### src/rtl/alu_pkg.sv
// rtl/alu_pkg.sv - shared opcode/state types and helpers for the ALU arbiter slice
package alu_pkg;

    localparam int ALU_DATA_W = 16;

    typedef enum logic [2:0] {
        OP_ADD = 3'b000,
        OP_SUB = 3'b001,
        OP_AND = 3'b010,
        OP_OR  = 3'b011,
        OP_XOR = 3'b100
    } alu_op_e;

    typedef enum logic [1:0] {
        IDLE = 2'd0,
        EXEC = 2'd1,
        RESP = 2'd2
    } arb_state_e;

    function automatic logic is_legal_op(input logic [2:0] op);
        return op <= 3'b100;
    endfunction

endpackage

### src/rtl/alu_core.sv
// rtl/alu_core.sv - combinational 16-bit ALU; bit DATA_W carries add carry / sub borrow
module alu_core
    import alu_pkg::*;
#(
    parameter int DATA_W = ALU_DATA_W
) (
    input  logic [DATA_W-1:0] i_in1,
    input  logic [DATA_W-1:0] i_in2,
    input  logic [2:0]        i_op,
    output logic [DATA_W:0]   o_result,
    output logic              o_err
);

    always_comb begin
        o_result = '0;
        o_err    = 1'b0;
        if (!is_legal_op(i_op)) begin
            o_err = 1'b1;
        end else begin
            case (alu_op_e'(i_op))
                OP_ADD:  o_result = {1'b0, i_in1} + {1'b0, i_in2};
                OP_SUB:  o_result = {1'b0, i_in1} - {1'b0, i_in2};
                OP_AND:  o_result = {1'b0, i_in1 & i_in2};
                OP_OR:   o_result = {1'b0, i_in1 | i_in2};
                OP_XOR:  o_result = {1'b0, i_in1 ^ i_in2};
                default: o_result = '0;
            endcase
        end
    end

endmodule

### src/rtl/alu_arbiter.sv
// rtl/alu_arbiter.sv - round-robin arbiter sharing one ALU between NUM_REQ requesters
module alu_arbiter
    import alu_pkg::*;
#(
    parameter int NUM_REQ = 4,
    parameter int DATA_W  = ALU_DATA_W,
    parameter int ID_W    = $clog2(NUM_REQ)
) (
    input  logic                      clk,
    input  logic                      reset,
    input  logic [NUM_REQ-1:0]        req_valid,
    output logic [NUM_REQ-1:0]        req_ready,
    input  logic [NUM_REQ*DATA_W-1:0] req_in1,
    input  logic [NUM_REQ*DATA_W-1:0] req_in2,
    input  logic [NUM_REQ*3-1:0]      req_op,
    output logic                      rsp_valid,
    input  logic                      rsp_ready,
    output logic [DATA_W:0]           rsp_data,
    output logic [ID_W-1:0]           rsp_id,
    output logic                      rsp_err,
    output logic                      busy,
    output logic [15:0]               done_count
);

    arb_state_e          r_state;
    logic [ID_W-1:0]     r_last_grant;
    logic [ID_W-1:0]     r_id;
    logic [DATA_W-1:0]   r_in1;
    logic [DATA_W-1:0]   r_in2;
    logic [2:0]          r_op;
    logic                r_rsp_valid;
    logic [DATA_W:0]     r_rsp_data;
    logic [ID_W-1:0]     r_rsp_id;
    logic                r_rsp_err;
    logic                r_busy;
    logic [15:0]         r_done_count;

    logic                w_found;
    logic [ID_W-1:0]     w_winner;
    logic [ID_W-1:0]     w_cand;
    int                  w_idx;
    logic [DATA_W:0]     w_result;
    logic                w_err;

    // Search starts just past the last grant so every active requester gets a turn.
    always_comb begin
        w_found  = 1'b0;
        w_winner = '0;
        w_idx    = 0;
        w_cand   = '0;
        for (int k = 1; k <= NUM_REQ; k++) begin
            w_idx  = (int'(r_last_grant) + k) % NUM_REQ;
            w_cand = ID_W'(w_idx);
            if (!w_found && req_valid[w_cand]) begin
                w_found  = 1'b1;
                w_winner = w_cand;
            end
        end
    end

    // Gated by reset so the accept lines read zero the moment reset asserts.
    assign req_ready = (reset && r_state == IDLE && w_found) ?
                       (NUM_REQ'(1) << w_winner) : '0;

    alu_core #(.DATA_W(DATA_W)) u_alu_core (
        .i_in1    (r_in1),
        .i_in2    (r_in2),
        .i_op     (r_op),
        .o_result (w_result),
        .o_err    (w_err)
    );

    always_ff @(posedge clk or negedge reset) begin
        if (!reset) begin
            r_state      <= IDLE;
            r_last_grant <= ID_W'(NUM_REQ - 1);
            r_id         <= '0;
            r_in1        <= '0;
            r_in2        <= '0;
            r_op         <= '0;
            r_rsp_valid  <= 1'b0;
            r_rsp_data   <= '0;
            r_rsp_id     <= '0;
            r_rsp_err    <= 1'b0;
            r_busy       <= 1'b0;
            r_done_count <= '0;
        end else begin
            case (r_state)
                IDLE: begin
                    if (w_found) begin
                        r_in1        <= req_in1[w_winner*DATA_W +: DATA_W];
                        r_in2        <= req_in2[w_winner*DATA_W +: DATA_W];
                        r_op         <= req_op[w_winner*3 +: 3];
                        r_id         <= w_winner;
                        r_last_grant <= w_winner;
                        r_busy       <= 1'b1;
                        r_state      <= EXEC;
                    end
                end
                EXEC: begin
                    r_rsp_data  <= w_result;
                    r_rsp_err   <= w_err;
                    r_rsp_id    <= r_id;
                    r_rsp_valid <= 1'b1;
                    r_state     <= RESP;
                end
                RESP: begin
                    if (rsp_ready) begin
                        r_rsp_valid  <= 1'b0;
                        r_done_count <= r_done_count + 16'd1;
                        r_busy       <= 1'b0;
                        r_state      <= IDLE;
                    end
                end
                default: begin
                    r_state <= IDLE;
                    r_busy  <= 1'b0;
                end
            endcase
        end
    end

    assign rsp_valid  = r_rsp_valid;
    assign rsp_data   = r_rsp_data;
    assign rsp_id     = r_rsp_id;
    assign rsp_err    = r_rsp_err;
    assign busy       = r_busy;
    assign done_count = r_done_count;

endmodule

### config.mk
export PLATFORM = sky130hd
export DESIGN_NAME = alu_arbiter
export DESIGN_NICKNAME = d
export VERILOG_FILES = /design/src/rtl/alu_pkg.sv /design/src/rtl/alu_core.sv /design/src/rtl/alu_arbiter.sv
export SDC_FILE = /design/constraint.sdc
export NUM_CORES = 1
export LEC_CHECK = 0
export CORE_MARGIN = 2
export CORE_UTILIZATION = 35
export CTS_CLUSTER_DIAMETER = 30
export DETAILED_ROUTE_END_ITERATION = 10
export PLACE_DENSITY_LB_ADDON = 0.05
export SLEW_MARGIN = 10
export SYNTH_ARGS = -nofsm -noshare
export SYNTH_HDL_FRONTEND = slang
export SYNTH_HIERARCHICAL = 1
export SYNTH_SLANG_ARGS = --single-unit
### constraint.sdc
create_clock -name clk -period 4.3 [get_ports clk]
set_input_delay 0.86 -clock clk [delete_from_list [all_inputs] [get_ports clk]]
set_output_delay 0.86 -clock clk [all_outputs]
set_load 0.01 [all_outputs]
# --- Word level (Yosys, flattened, before mapping) ---
# Cells that the tools add are included.
# Widths: inputs -> output; s select.
word_totals:
  output_inout_bits: 42
  reg_bits: 79
  wordCells: 84
op_classes:
  eq_ne: 8
  addsub: 7
  shifts: 4
  n_mul: 1
  magnitude_cmp: 5
  n_reduce_logical: 16
  bitwise: 4
  n_mux: 27
ops:
  columns: ["op", "n"]
  rows:
  - ["$shiftx 64x7->16", 2]
  - ["$pmux 17 s5", 1]
  - ["$add 16x16->17", 1]
  - ["$mux 17", 1]
  - ["$sub 16x16->17", 1]
  - ["$add 16x1->16 const B", 1]
  - ["$and 16x16->16", 1]
  - ["$or 16x16->16", 1]
  - ["$xor 16x16->16", 1]
  - ["$lt 2x3->1 const B", 4]
  - ["$mux 2", 6]
  - ["$shiftx 12x5->3", 1]
  - ["$mux 1", 11]
  - ["$bmux 1 s2", 4]
  - ["$reduce_and 2->1", 4]
  - ["$eq 3x2->1 const B", 2]
  - ["$pmux 2 s3", 1]
  - ["$logic_and 1x1->1", 5]
  - ["$add 2x1->2 const B", 2]
  - ["$add 2x2->2 const B", 2]
  - ["$mul 2x2->4 const B", 1]
  - ["$mux 4", 1]
  - ["$ne 2x2->1 const B", 2]
  - ["$shl 1x2->4 const A", 1]
  - ["other kinds (13)", 15]

# --- Logic depth before layout (Yosys ltp) ---
depth:
  word_depth: 15
  ltp_mapped: 14
  depth_no_buf: 14

# --- By module ---
# Netlist, hierarchy kept.
modules_own_cells:
  columns: ["mod", "area_each_um2", "n_inst", "cells_per_inst"]
  rows:
  - ["alu_arbiter", 4446.8, 1, 441]
  - ["alu_core", 2063.2, 1, 298]

# --- Worst setup path after synthesis ---
# Ideal clock, no wire load.
synth_timing:
  path_kind: "reg-to-reg"
  startpoint: "reg r_op[1]"
  endpoint: "reg r_rsp_data[15], in the netlist rsp_data[15]"
  slack_ps: 985
  setup_time_ps: 125
  arrival_time_ps: 3190
  t_required_ps: 4175
  synth_period_minus_slack_ps: 3315
  stages_incl_launch_ff: 15
  cell_sequence: "dfrtp_1 > or2_1 > buf_2 > nor2_1 > clkbuf_1 > nor2_1 > xnor2_1 > ha_1 > o21a_1 > o31a_1 > o21ai_1 > o31ai_2 > a211o_1 > or3_1 > mux2_2"
synth_via:
  elab_chain_len: 3
  elab_cells_between_ends: 8
synth_lines:
  columns: ["item", "line", "rtl"]
  rows:
  - ["start, declared", "alu_arbiter.sv:30", "logic [2:0] r_op;"]
  - ["start signal, assigned", "alu_arbiter.sv:93", "r_op <= req_op[w_winner*3 +: 3];"]
  - ["$eq 3x3->1 (tied with other cells)", "alu_core.sv:20", "case (alu_op_e'(i_op))"]
  - ["$pmux 17 s5", "alu_core.sv:20", null]
  - ["$mux 17 *", "alu_core.sv:17", "if (!is_legal_op(i_op)) begin"]
  - ["net w_result[15]", "alu_arbiter.sv:42", "logic [DATA_W:0] w_result;"]
  - ["end signal, assigned", "alu_arbiter.sv:101", "r_rsp_data <= w_result;"]
  - ["end, declared", "alu_arbiter.sv:32", "logic [DATA_W:0] r_rsp_data;"]
# The timed path passes the listed nets; every way through them passes the cells marked *.
# A chain may end at the register's enable or synchronous reset.

# --- Worst setup path in the final report ---
layout_timing:
  startpoint: "reg r_in2[4]"
  endpoint: "reg r_rsp_data[15], in the netlist rsp_data[15]"
layout_via:
  elab_chain_len: 3
  elab_cells_between_ends: 4
layout_lines:
  columns: ["item", "line", "rtl"]
  rows:
  - ["start, declared", "alu_arbiter.sv:29", "logic [DATA_W-1:0] r_in2;"]
  - ["start signal, assigned", "alu_arbiter.sv:92", "r_in2 <= req_in2[w_winner*DATA_W +: DATA_W];"]
  - ["$sub 16x16->17 or $add 16x16->17 (tied branches)", "alu_core.sv:22, alu_core.sv:21", null]
  - ["$pmux 17 s5 *", "alu_core.sv:20", null]
  - ["$mux 17 *", "alu_core.sv:17", null]
  - ["net w_result[15]", "alu_arbiter.sv:42", null]
# Marks and branches as above.

==> impl_metrics.env <==
export IMPL_status="finished, final reports clean"
export IMPL_maxSlewViolCount=0
export IMPL_start_util_pct=36.0
export IMPL_routed_wl_um=20800
export IMPL_grt_max_degree=76
export IMPL_final_util_pct=49.0
export IMPL_fin_hold_ws_ns=0.456
export IMPL_cts_max_path_buffers=2
export IMPL_place_gp_congestion=0.932
export IMPL_worst_setup_path_start_kind="register"
export IMPL_cts_inserted_buffers=9
export IMPL_antenna_found_initial=0
export IMPL_met3WireLength_um=923
export IMPL_drc=0
export IMPL_power_density_mw_per_mm2=754
export IMPL_ioPinCount=189
export IMPL_leakage_uw=0.00383
export IMPL_crit_path_max_fanout=7
export IMPL_post_cts_buffers=0
export IMPL_port_buffers=188
export IMPL_area_growth_syn_to_layout_pct=36.2
export IMPL_core_area_mm2=0.0181
export IMPL_synth_edff_count=0
export IMPL_multi_input_area_mm2=0.00414
export IMPL_slew_headroom_pct=24.8
export IMPL_required_ns=4.54
export IMPL_finalNetCount=1108
export IMPL_yosysMostFrequentCell="nor2_1"
export IMPL_diodes=0
export IMPL_dieArea_mm2=0.0197
export IMPL_grt_pass1_wl_um=32700
export IMPL_finalHoldViolations=0
export IMPL_seq_area_mm2=0.00198
export IMPL_synthTopCellsByArea="dfrtp_1 30%, ha_1 9.6%, mux2i_1 5.7%, nor2_1 4.8%, mux2_2 3.6%"
export IMPL_detail_route_antenna_nets=0
export IMPL_initialDrtViolationCount=320
export IMPL_cp_end_kind="register"
export IMPL_fin_total_pwr_uw=6690
export IMPL_worstMarginPinSlew_ns=1.12
export IMPL_rows=49
export IMPL_synth_ff_type="dfrtp_1"
export IMPL_ys_seq_area_share_pct=30.4
export IMPL_min_period_over_period_pct=85.7
export IMPL_synthTopCellsByCount="83 x nor2_1, 77 x dfrtp_1, 50 x ha_1"
export IMPL_cts_root_buf="clkbuf_16"
export IMPL_ys_ff_latch=79
export IMPL_critPathArrivalTime_ns=3.92
export IMPL_synth_cells=739
export IMPL_ir_drop_v=0.000370
export IMPL_yosysWarnings=6
export IMPL_detail_route_first_pass_iterations=5
export IMPL_drive_gt1_share_pct=8.96
export IMPL_syn_area_mm2=0.00651
export IMPL_grt_pass1_vias=6090
export IMPL_cts_tree="built"
export IMPL_top_layer="met4"
export IMPL_clk_latency_ns=0.35
export IMPL_netlist_area_leader_share_pct=29.6
export IMPL_ys_types=66
export IMPL_grt_overflow=0
export IMPL_async_flop_share_pct=100
export IMPL_wl_per_cell_um=18.2
export IMPL_synth_area_leader_cell="dfrtp_1"
export IMPL_period_needed_ns=3.68
export IMPL_clock_sinks=79
export IMPL_setup_viol=0
export IMPL_synth_nets=937
export IMPL_fmax_mhz=271
export IMPL_track_usage_pct=21.1
export IMPL_synth_avg_cell_area_um2=8.81
export IMPL_worst_slack_ns=0.615
export IMPL_dp_slack_ns=0.651
export IMPL_routed_via_density=5.35
export IMPL_cts_resized=0
export IMPL_wl_met1_um=9090
export IMPL_tns_ns=0
export IMPL_skew_ns=0.00684
export IMPL_hpwl_um=16300
export IMPL_rsz0062_at_grt="no"
export IMPL_path_clk_slew_ns=0.07
export IMPL_dr_total_vias=6118
export IMPL_maxCapViolCount=0
export IMPL_nFillCells=1715
export IMPL_die_h_um=140
export IMPL_hp_class="in2async"
export IMPL_worstSetupPathType="reg2reg"
export IMPL_dr_wl_met2_um=10400
export IMPL_ctsHoldBuffers=0
export IMPL_htree_levels=3
export IMPL_die_w_um=140
==> cell families (layout without fill, tap and decap cells) <==
| kind of cell | after synthesis | count (layout) | synth area share [%] |
|---|---|---|---|
| simple gates | 221 | 221 | 16.7 |
| xor+xnor | 37 | 37 | 4.98 |
| fa+ha+maj | 51 | 51 | 9.92 |
| flops | 79 | 79 | 30.4 |
| compound gates | 210 | 210 | 22.4 |
| buf+inv | 83 | 259 | 6.23 |
| mux | 58 | 58 | 9.32 |
==> power breakdown <==
group	leakage [uW]	internal, uW	switching [uW]	total (uW)
Combinational	0.00274	2000	2380	4390
Sequential	0.000938	1060	424	1490
Clock	0.000154	464	354	818
Total	0.00383	3530	3160	6690
==> worst max-delay path: stages (launching register included) <==
cell	delay [ns]
dfrtp_1	0.47
nor3_1	0.27
nand2_1	0.14
nor3_1	0.46
a31oi_1	0.20
xnor2_1	0.17
ha_1	0.42
nor2_1	0.08
a21oi_1	0.22
a21oi_1	0.14
and3_1	0.20
a211o_1	0.25
or3_1	0.30
mux2_2	0.27
==> registers in the layout, summed over array words and instances (netlist names) <==
name and count:
r_id 2, busy 1, r_op 3, r_last_grant 2, rsp_data 17, rsp_err 1, rsp_valid 1, r_in2 16
done_count 16, r_in1 16, r_state 2, rsp_id 2
==> metrics by stage <==
stage / instance area (um2) / instances
CTS: 8870 / 1144
global placement: 8560 / 1128
detailed placement: 8560 / 1128
floorplan: 6510 / 739
finish: 8870 / 1144
global route: 8870 / 1144
==> cell usage in the layout (no fill, tap or decap), drive strengths merged, types with 3 or more instances in the layout <==
cell | Yosys | final
nor2b | 7 | 7
nand2b | 20 | 20
mux2 | 21 | 21
o21ai | 48 | 48
dfrtp | 77 | 77
a311oi | 21 | 21
nand2 | 46 | 46
inv | 40 | 44
o21a | 7 | 7
o31ai | 19 | 19
and2 | 22 | 22
nor2 | 84 | 84
a31oi | 5 | 5
xnor2 | 23 | 23
buf | 24 | 16
a31o | 14 | 14
a21o | 8 | 8
ha | 50 | 50
nand3 | 11 | 11
a21oi | 38 | 38
and3 | 4 | 4
mux2i | 37 | 37
clkbuf | 19 | 9
clkdlybuf4s50 | 0 | 187
or3 | 3 | 3
nor3 | 10 | 10
o22ai | 22 | 22
nor4 | 3 | 3
xor2 | 14 | 14
a211oi | 8 | 8
==> cell type report <==
class / count / area share (%)
repair buffers: 203 / 22.6
clock buffers: 9 / 2.54
clock inverters: 7 / 0.987
flip-flops and latches: 79 / 22.3
inverters: 40 / 1.69
multi-input cells: 577 / 46.6
well taps: 229 / 3.23
==> metal layers <==
layer  GRT usage [%]  vias to the layer above
met4            6.75                        0
met1            26.7                     2895
li1                -                     3003
met2            37.0                      196
met3            3.21                       24
met5               0                        -
==> path summary, 6_finish.rpt <==
kind	slack (ns)	cells past startpoint	end	from
max	0.62	13	rsp_data[15]$_DFFE_PN0P_	r_in2[4]$_DFFE_PN0P_
min	0.46	1	rsp_data[5]$_DFFE_PN0P_	reset
max reg2reg	0.62	13	rsp_data[15]$_DFFE_PN0P_	r_in2[4]$_DFFE_PN0P_
min reg2reg	0.47	1	done_count[15]$_DFFE_PN0P_	done_count[15]$_DFFE_PN0P_
max in group asynchronous	2.83	2	done_count[14]$_DFFE_PN0P_	reset
min in group clk	0.47	1	done_count[15]$_DFFE_PN0P_	done_count[15]$_DFFE_PN0P_
Note: power is estimated with default switching activity, not from simulation.
